### config.mk
export PLATFORM = sky130hd
export DESIGN_NAME = lsu_flat
export DESIGN_NICKNAME = d
export VERILOG_FILES = /design/src/rtl/lsu_pkg.sv /design/src/rtl/lsu_if.sv /design/src/rtl/lsu_align.sv /design/src/rtl/lsu.sv /design/src/flat_wrapper.sv
export SDC_FILE = /design/constraint.sdc
export NUM_CORES = 1
export LEC_CHECK = 0
export ABC_CLOCK_PERIOD_IN_PS = 5900
export CAP_MARGIN = 10
export CORE_MARGIN = 3
export CORE_UTILIZATION = 48
export DETAILED_ROUTE_END_ITERATION = 16
export PLACE_DENSITY = 0.95
export SYNTH_ARGS = -nofsm -noshare
export SYNTH_HDL_FRONTEND = slang
export SYNTH_SLANG_ARGS = --single-unit
### constraint.sdc
create_clock -name clk -period 5.9 [get_ports clk]
set_input_delay 0.59 -clock clk [delete_from_list [all_inputs] [get_ports clk]]
set_output_delay 0.59 -clock clk [all_outputs]
set_load 0.005 [all_outputs]
### src/rtl/lsu_pkg.sv
// rtl/lsu_pkg.sv - ALU memory-class codes, LSU state encodings and access-size classes
package lsu_pkg;

    localparam logic [5:0] ALU_ADD = 6'h00;
    localparam logic [5:0] ALU_LB  = 6'h10;
    localparam logic [5:0] ALU_LH  = 6'h11;
    localparam logic [5:0] ALU_LW  = 6'h12;
    localparam logic [5:0] ALU_LBU = 6'h13;
    localparam logic [5:0] ALU_LHU = 6'h14;
    localparam logic [5:0] ALU_SB  = 6'h18;
    localparam logic [5:0] ALU_SH  = 6'h19;
    localparam logic [5:0] ALU_SW  = 6'h1A;

    typedef enum logic [1:0] {
        ST_IDLE   = 2'd0,
        ST_REQ    = 2'd1,
        ST_WAIT_R = 2'd2,
        ST_FIN    = 2'd3
    } lsu_state_e;

    typedef enum logic [1:0] {
        SZ_NONE = 2'd0,
        SZ_BYTE = 2'd1,
        SZ_HALF = 2'd2,
        SZ_WORD = 2'd3
    } size_e;

    typedef struct packed {
        logic  is_mem;
        logic  is_load;
        logic  is_unsigned;
        size_e size;
    } op_info_t;

    function automatic op_info_t decode_op(input logic [5:0] code);
        op_info_t info;
        info = '{is_mem: 1'b0, is_load: 1'b0, is_unsigned: 1'b0, size: SZ_NONE};
        case (code)
            ALU_LB:  info = '{1'b1, 1'b1, 1'b0, SZ_BYTE};
            ALU_LH:  info = '{1'b1, 1'b1, 1'b0, SZ_HALF};
            ALU_LW:  info = '{1'b1, 1'b1, 1'b0, SZ_WORD};
            ALU_LBU: info = '{1'b1, 1'b1, 1'b1, SZ_BYTE};
            ALU_LHU: info = '{1'b1, 1'b1, 1'b1, SZ_HALF};
            ALU_SB:  info = '{1'b1, 1'b0, 1'b0, SZ_BYTE};
            ALU_SH:  info = '{1'b1, 1'b0, 1'b0, SZ_HALF};
            ALU_SW:  info = '{1'b1, 1'b0, 1'b0, SZ_WORD};
            default: info = '{1'b0, 1'b0, 1'b0, SZ_NONE};
        endcase
        return info;
    endfunction

endpackage

### src/rtl/lsu_if.sv
// rtl/lsu_if.sv - execute-stage, data-memory and writeback signals of the LSU
interface lsu_if #(
    parameter int ADDR_W = 32
);
    logic              in_valid;
    logic              in_ready;
    logic [5:0]        in_alucode;
    logic [ADDR_W-1:0] in_addr;
    logic [31:0]       in_sdata;
    logic [4:0]        in_rd;

    logic              mem_req;
    logic              mem_we;
    logic [ADDR_W-1:0] mem_addr;
    logic [3:0]        mem_wstrb;
    logic [31:0]       mem_wdata;
    logic              mem_gnt;
    logic              mem_rvalid;
    logic [31:0]       mem_rdata;

    logic              wb_valid;
    logic [4:0]        wb_rd;
    logic [31:0]       wb_data;
    logic              done;
    logic              misalign;

    modport master (
        input  in_valid, in_alucode, in_addr, in_sdata, in_rd,
        output in_ready,
        output mem_req, mem_we, mem_addr, mem_wstrb, mem_wdata,
        input  mem_gnt, mem_rvalid, mem_rdata,
        output wb_valid, wb_rd, wb_data, done, misalign
    );

    modport slave (
        output in_valid, in_alucode, in_addr, in_sdata, in_rd,
        input  in_ready,
        input  mem_req, mem_we, mem_addr, mem_wstrb, mem_wdata,
        output mem_gnt, mem_rvalid, mem_rdata,
        input  wb_valid, wb_rd, wb_data, done, misalign
    );
endinterface

### src/rtl/lsu_align.sv
// rtl/lsu_align.sv - byte-lane steering, strobes, load extension and misalignment check
module lsu_align
    import lsu_pkg::*;
(
    input  logic [5:0]  alucode,
    input  logic [1:0]  addr_lo,
    input  logic [31:0] sdata,
    input  logic [31:0] rdata,
    output logic        is_mem,
    output logic        is_load,
    output logic        misalign,
    output logic [3:0]  wstrb,
    output logic [31:0] wdata,
    output logic [31:0] ldata
);
    op_info_t    info;
    logic [31:0] lane;
    logic [3:0]  strb;

    assign info    = decode_op(alucode);
    assign is_mem  = info.is_mem;
    assign is_load = info.is_load;
    assign lane    = rdata >> {addr_lo, 3'b000};
    // Strobes only matter for stores; loads always present an all-zero mask.
    assign wstrb   = (info.is_mem && !info.is_load) ? strb : 4'b0000;

    always_comb begin
        misalign = 1'b0;
        strb     = 4'b0000;
        wdata    = 32'h0;
        ldata    = 32'h0;
        case (info.size)
            SZ_BYTE: begin
                strb  = 4'b0001 << addr_lo;
                wdata = {4{sdata[7:0]}};
                ldata = info.is_unsigned ? {24'h0, lane[7:0]} : {{24{lane[7]}}, lane[7:0]};
            end
            SZ_HALF: begin
                misalign = addr_lo[0];
                strb     = 4'b0011 << addr_lo;
                wdata    = {2{sdata[15:0]}};
                ldata    = info.is_unsigned ? {16'h0, lane[15:0]} : {{16{lane[15]}}, lane[15:0]};
            end
            SZ_WORD: begin
                misalign = (addr_lo != 2'b00);
                strb     = 4'b1111;
                wdata    = sdata;
                ldata    = lane;
            end
            default: begin
                misalign = 1'b0;
            end
        endcase
    end
endmodule

### src/rtl/lsu.sv
// rtl/lsu.sv - load/store unit FSM: one outstanding word-wide memory transaction
module lsu
    import lsu_pkg::*;
#(
    parameter int ADDR_W = 32
) (
    input  logic clk,
    input  logic rst_n,
    lsu_if.master bus
);
    lsu_state_e        state_q, state_d;
    logic [5:0]        code_q, code_d;
    logic [ADDR_W-1:0] addr_q, addr_d;
    logic [31:0]       sdata_q, sdata_d;
    logic [4:0]        rd_q, rd_d;
    logic              mis_q, mis_d;
    logic [31:0]       wb_data_q, wb_data_d;
    logic [4:0]        wb_rd_q, wb_rd_d;

    logic              idle, in_req, in_fin;
    logic [5:0]        a_code;
    logic [1:0]        a_lo;
    logic              a_is_mem, a_is_load, a_misalign;
    logic [3:0]        a_wstrb;
    logic [31:0]       a_wdata, a_ldata;

    assign idle   = (state_q == ST_IDLE);
    assign in_req = (state_q == ST_REQ);
    assign in_fin = (state_q == ST_FIN);

    // In IDLE the aligner classifies the offered op; afterwards it works on the latched one.
    assign a_code = idle ? bus.in_alucode : code_q;
    assign a_lo   = idle ? bus.in_addr[1:0] : addr_q[1:0];

    lsu_align u_align (
        .alucode  (a_code),
        .addr_lo  (a_lo),
        .sdata    (sdata_q),
        .rdata    (bus.mem_rdata),
        .is_mem   (a_is_mem),
        .is_load  (a_is_load),
        .misalign (a_misalign),
        .wstrb    (a_wstrb),
        .wdata    (a_wdata),
        .ldata    (a_ldata)
    );

    assign bus.in_ready  = idle;
    assign bus.mem_req   = in_req;
    assign bus.mem_we    = in_req && !a_is_load;
    assign bus.mem_addr  = in_req ? {addr_q[ADDR_W-1:2], 2'b00} : '0;
    assign bus.mem_wstrb = in_req ? a_wstrb : 4'b0000;
    assign bus.mem_wdata = (in_req && !a_is_load) ? a_wdata : 32'h0;
    assign bus.done      = in_fin;
    assign bus.misalign  = in_fin && mis_q;
    assign bus.wb_valid  = in_fin && a_is_load && !mis_q;
    assign bus.wb_rd     = wb_rd_q;
    assign bus.wb_data   = wb_data_q;

    always_comb begin
        state_d   = state_q;
        code_d    = code_q;
        addr_d    = addr_q;
        sdata_d   = sdata_q;
        rd_d      = rd_q;
        mis_d     = mis_q;
        wb_data_d = wb_data_q;
        wb_rd_d   = wb_rd_q;
        case (state_q)
            ST_IDLE: begin
                if (bus.in_valid) begin
                    code_d  = bus.in_alucode;
                    addr_d  = bus.in_addr;
                    sdata_d = bus.in_sdata;
                    rd_d    = bus.in_rd;
                    mis_d   = a_misalign;
                    state_d = (a_misalign || !a_is_mem) ? ST_FIN : ST_REQ;
                end
            end
            ST_REQ: begin
                if (bus.mem_gnt) begin
                    state_d = a_is_load ? ST_WAIT_R : ST_FIN;
                end
            end
            ST_WAIT_R: begin
                if (bus.mem_rvalid) begin
                    wb_data_d = a_ldata;
                    wb_rd_d   = rd_q;
                    state_d   = ST_FIN;
                end
            end
            ST_FIN: begin
                state_d = ST_IDLE;
            end
            default: begin
                state_d = ST_IDLE;
            end
        endcase
    end

    always_ff @(posedge clk or negedge rst_n) begin
        if (!rst_n) begin
            state_q   <= ST_IDLE;
            code_q    <= '0;
            addr_q    <= '0;
            sdata_q   <= '0;
            rd_q      <= '0;
            mis_q     <= 1'b0;
            wb_data_q <= '0;
            wb_rd_q   <= '0;
        end else begin
            state_q   <= state_d;
            code_q    <= code_d;
            addr_q    <= addr_d;
            sdata_q   <= sdata_d;
            rd_q      <= rd_d;
            mis_q     <= mis_d;
            wb_data_q <= wb_data_d;
            wb_rd_q   <= wb_rd_d;
        end
    end
endmodule

### src/flat_wrapper.sv
// flat-port wrapper written by rule: the top's interface ports become plain ports
module lsu_flat import lsu_pkg::*;
#(
    parameter int ADDR_W = 32
)
  (clk, rst_n, bus_in_valid, bus_in_alucode, bus_in_addr, bus_in_sdata, bus_in_rd, bus_in_ready, bus_mem_req, bus_mem_we, bus_mem_addr, bus_mem_wstrb, bus_mem_wdata, bus_mem_gnt, bus_mem_rvalid, bus_mem_rdata, bus_wb_valid, bus_wb_rd, bus_wb_data, bus_done, bus_misalign);
  lsu_if #(.ADDR_W(ADDR_W)) bus_i ();
  input  logic clk;
  input  logic rst_n;
  input wire logic [$bits(bus_i.in_valid)-1:0] bus_in_valid;
  input wire logic [$bits(bus_i.in_alucode)-1:0] bus_in_alucode;
  input wire logic [$bits(bus_i.in_addr)-1:0] bus_in_addr;
  input wire logic [$bits(bus_i.in_sdata)-1:0] bus_in_sdata;
  input wire logic [$bits(bus_i.in_rd)-1:0] bus_in_rd;
  output wire logic [$bits(bus_i.in_ready)-1:0] bus_in_ready;
  output wire logic [$bits(bus_i.mem_req)-1:0] bus_mem_req;
  output wire logic [$bits(bus_i.mem_we)-1:0] bus_mem_we;
  output wire logic [$bits(bus_i.mem_addr)-1:0] bus_mem_addr;
  output wire logic [$bits(bus_i.mem_wstrb)-1:0] bus_mem_wstrb;
  output wire logic [$bits(bus_i.mem_wdata)-1:0] bus_mem_wdata;
  input wire logic [$bits(bus_i.mem_gnt)-1:0] bus_mem_gnt;
  input wire logic [$bits(bus_i.mem_rvalid)-1:0] bus_mem_rvalid;
  input wire logic [$bits(bus_i.mem_rdata)-1:0] bus_mem_rdata;
  output wire logic [$bits(bus_i.wb_valid)-1:0] bus_wb_valid;
  output wire logic [$bits(bus_i.wb_rd)-1:0] bus_wb_rd;
  output wire logic [$bits(bus_i.wb_data)-1:0] bus_wb_data;
  output wire logic [$bits(bus_i.done)-1:0] bus_done;
  output wire logic [$bits(bus_i.misalign)-1:0] bus_misalign;
  assign bus_i.in_valid = bus_in_valid;
  assign bus_i.in_alucode = bus_in_alucode;
  assign bus_i.in_addr = bus_in_addr;
  assign bus_i.in_sdata = bus_in_sdata;
  assign bus_i.in_rd = bus_in_rd;
  assign bus_in_ready = bus_i.in_ready;
  assign bus_mem_req = bus_i.mem_req;
  assign bus_mem_we = bus_i.mem_we;
  assign bus_mem_addr = bus_i.mem_addr;
  assign bus_mem_wstrb = bus_i.mem_wstrb;
  assign bus_mem_wdata = bus_i.mem_wdata;
  assign bus_i.mem_gnt = bus_mem_gnt;
  assign bus_i.mem_rvalid = bus_mem_rvalid;
  assign bus_i.mem_rdata = bus_mem_rdata;
  assign bus_wb_valid = bus_i.wb_valid;
  assign bus_wb_rd = bus_i.wb_rd;
  assign bus_wb_data = bus_i.wb_data;
  assign bus_done = bus_i.done;
  assign bus_misalign = bus_i.misalign;
  lsu #(.ADDR_W(ADDR_W)) u_core (.clk(clk), .rst_n(rst_n), .bus(bus_i));
endmodule
==> results.txt <==
- Hold bufs inserted after CTS: 0
* Horizontal die dimension: 116.7 um
- Result of the run: completed
- GR Overflow Total: 0
- Site row count: 39
- Buffers placed on the I/O ports in this run total 220.
- Measured along the y axis, the die boundary spans 116.7 um.
* Drc violations: 0
- Category of the critical setup timing path: flip-flop to primary output
* Worst Path Required: 5310 ps
- The number of global-route vias before repair was 5381.
- Post-detailed-route count of antenna-violating nets: 0
- Ys flop type: dfrtp_1
- Cell Count, Final, Fillers Out: 878
- Setup violations remaining at the end of the flow were counted as 0.
- The critical path goes through inv_1 > ha_1 > mux2i_1 > inv_1 > or3_1 > a21o_1 > inv_1 > ha_1 > or2_2 > a22oi_1 > nor2_1 > clkdlybuf4s50_1.
- Arr. time, crit path: 4940 ps
* Maximum clock path buffer count: 2
- Worst slew pin tran: 1085 ps
* Hold Path Class: input port to asynchronous set/reset pin
- Number of max-capacitance violations reported: 0
- Post-layout net count: 844
- Smallest setup slack after layout: 375.0 ps
- At the end of routability-driven placement, the weighted congestion stood at 0.9326.
* Headroom to the max-slew limit: 27.64%
- TritonCTS created 17 clock buffers.
* Clock Power Share: 24.4%
- Total power for the finished layout comes to 4.149 mW.
* Syn Std Cell Area: 0.005879 sq mm
* Via total after detailed routing: 5138
- For this design the total switching power over the nets is 1.407 mW.
- For this run, the register share of the synthesized area comes to 48.95%.
- CTS tree: yes
- For this design the top-level I/O count stands at 223.
- Clock-pin transition on the worst setup and hold timing paths: 50 ps
* Instance count of the mapped netlist: 518
* First-pass iteration count of the detailed router: 7
* Synthesis-to-finish area growth: 48.07%
- Cell family contributing the most delay on the critical path: adder cells
- Cell total after placement: 847
* Kind of end point of the critical path: primary output
- At the later pin of the worst-skew pair, clock insertion delay measures 410 ps.
- Placement-stage cell area: 0.008123 sq mm
* Async set-reset flop share out of synthesis: 100.0%
- Setup repair after global routing left no endpoint under its margin.
- In this run the power density over the cells is 476.6 mW/mm^2.
- Setup Buffers After CTS: 0
- Combinational cell fraction of total power: 42.7%
- The final layout contains routed wiring with a total length of 18.27 mm.
- Along the worst path, the maximum fanout reaches 26.
* Die Footprint: 0.01361 sq mm
- The initial utilization of the core area, before any placement, comes to 50.20%.
- Largest net degree at the start of global routing: 77
* Iteration-0 DRC count of the detailed router: 554
* Wire length on met1: 7.063 mm
* Count of state elements after synthesis: 115
* Number of H-tree levels: 4
* Worst slack at placement: 848.0 ps
- Post-detailed-route wirelength per cell: 20.81 um
* Distinct cell type count after synthesis: 43
- Leakage component of the power: 3.678 nW
* Clock root buffer: clkbuf_16
- Combined global-route utilization of all metal layers: 27.27%
- Total clock sinks: 115
- With fillers left out, the area of the finished cells amounts to 0.008706 sq mm.
- Count of pins over their slew limit: 0
- Cell Int Power: 2.743 mW
- Setup TNS after final layout: 0 ps
- Final hold violations: 0
- Minimum period implied by the final worst setup slack: 5525 ps
- For the final database, setup skew stands at 7.944 ps.
- Share of total power consumed by net switching: 33.90%
- Max rail drop VDD: 280.0 uV
- The detailed router used layers up to and including met4.
- The repair_antennas step left the layout with diodes totalling 0.
- The number of gates resized after CTS was 0.
* Highest achievable clock rate: 181.0 MHz
- Antenna violations before repair: 0
- After detailed routing, the number of vias per cell comes to 5.852.
* Yosys synthesis warning count: 0
* Cell repeated most along the worst path: inv_1
- Number of enable flip-flop cells after synthesis: 0
- Detailed placement finished with a half-perimeter wire length of 13.26 mm.
- Area inside the core boundary: 0.01171 sq mm
- The first global-routing pass estimated 28.18 mm of wire.
- Average size of a mapped cell: 11.35 sq um
- Buffer and inverter count on the worst path: 4
- STA classifies the critical path startpoint as a flip-flop.
* Met3 wire length: 1.617 mm
- Share of layout cells above drive strength 1: 17.96%
* Part of the cycle the worst path needs: 93.64%
- Of the total power, registers draw 32.9%.
* Slowest stage delay, CP: 880 ps
- After detailed routing, the met2 layer carries 9.178 mm of wire.
- For this design, the slowest cell found on the critical path is ha_1.
-- state kept, by name, indices dropped and copies added (netlist names) --
name                flops
u_core.addr_q          32
u_core.bus.wb_data     32
u_core.sdata_q         32
u_core.code_q           6
u_core.bus.wb_rd        5
u_core.rd_q             5
u_core.state_q          2
u_core.mis_q            1
-- cells in the mapped netlist, drive strengths merged (2+ instances only) --
library cell | number | share of area (%)
o21ai | 7 | 0.60
and3 | 8 | 0.85
a31oi | 8 | 1.1
dfrtp | 115 | 49
a21o | 2 | 0.26
nand2b | 4 | 0.43
a22o | 9 | 1.3
ha | 9 | 1.9
nand2 | 33 | 2.1
a221o | 24 | 4.1
nand3b | 2 | 0.26
inv | 10 | 0.64
buf | 17 | 1.6
or2 | 2 | 0.21
nor3 | 7 | 0.60
a22oi | 16 | 2.0
nand3 | 4 | 0.34
a21oi | 8 | 0.68
a222oi | 9 | 1.5
mux2i | 11 | 1.9
mux2 | 93 | 18
or3 | 3 | 0.32
clkbuf | 22 | 1.4
nor2 | 49 | 3.1
and2 | 35 | 3.7
-- cells in the final DEF (no fill, tap or decap), types with 2 or more instances in the layout --
master           synthesis  routed
clkdlybuf4s50_1          0     219
dfrtp_1                115     115
mux2_2                  92      92
nor2_1                  49      49
and2_1                  35      35
nand2_1                 32      31
a221o_1                 24      24
clkbuf_16                0      17
a22oi_1                 16      16
inv_1                   10      10
mux2i_1                 10      10
a222oi_1                 9       9
a22o_1                   9       9
ha_1                     9       9
a21oi_1                  8       8
and3_1                   8       8
nor3_1                   7       7
o21ai_0                  7       7
a31oi_1                  7       7
clkbuf_1                22       5
clkbuf_8                 0       5
buf_4                    2       5
nand2b_1                 4       4
nand3_1                  4       4
or3_1                    3       3
nand3b_1                 2       2
a21o_1                   2       2
or2_2                    2       2
conb_1                   1       2
bufinv_16                0       2
clkinv_2                 0       2
-- logic make-up after synthesis --
group	Yosys count	synth area share (%)
simple gates	150	12.36
flops	115	48.95
mux	105	20.20
compound gates	89	12.88
buf+inv	49	3.639
fa+ha+maj	9	1.915
other cells	1	0.06378
-- routing by layer --
layer | global-route usage, % | vias up
met5 | 0 | -
met2 | 46.22 | 284
met1 | 32.35 | 2539
li1 | - | 2283
met3 | 8.342 | 32
met4 | 11.24 | 0
-- metrics by stage --
| step | hold WS [ps] | util, % |
|---|---|---|
| floorplan | 294.4 | - |
| global placement | 481.3 | 69.36 |
| detailed placement | 487.9 | 69.36 |
| CTS | 230.7 | 74.34 |
| global route | 252.6 | 74.34 |
| finish | 217.2 | 74.34 |
-- power groups by stage --
stage / combinational [mW] / sequential (mW) / clock [mW]
after global routing: 1.93 / 1.40 / 1.07
after detailed placement: 1.76 / 1.36 / 0
after CTS: 1.77 / 1.36 / 1.03
final: 1.77 / 1.37 / 1.01
after floorplan: 1.11 / 1.28 / 0
after global placement: 1.67 / 1.34 / 0
-- path summary, 6_finish.rpt --
kind	start	end	slack (ps)	cells past startpoint
max in group asynchronous	rst_n	u_core.bus.wb_data[26]$_DFFE_PN0P_	4430	2
hold / removal	rst_n	u_core.bus.wb_data[3]$_DFFE_PN0P_	220	1
hold reg to reg	u_core.addr_q[23]$_DFFE_PN0P_	u_core.addr_q[23]$_DFFE_PN0P_	500	1
setup / recovery	u_core.state_q[0]$_DFFE_PN0P_	bus_mem_wdata[15]	370	12
setup reg to reg	u_core.state_q[0]$_DFFE_PN0P_	u_core.bus.wb_data[17]$_DFFE_PN0P_	1470	11
min in group clk	u_core.addr_q[23]$_DFFE_PN0P_	u_core.addr_q[23]$_DFFE_PN0P_	500	1
-- final cells by class --
type	count	area, sq um
fillers	779	3005
flip-flops and latches	115	2878
multi-input cells	355	2799
repair buffers	224	2230
clock buffers	27	513.0
well taps	143	178.9
clock inverters	4	70.07
inverters	10	37.54
Power figures use the tool's default switching activity.
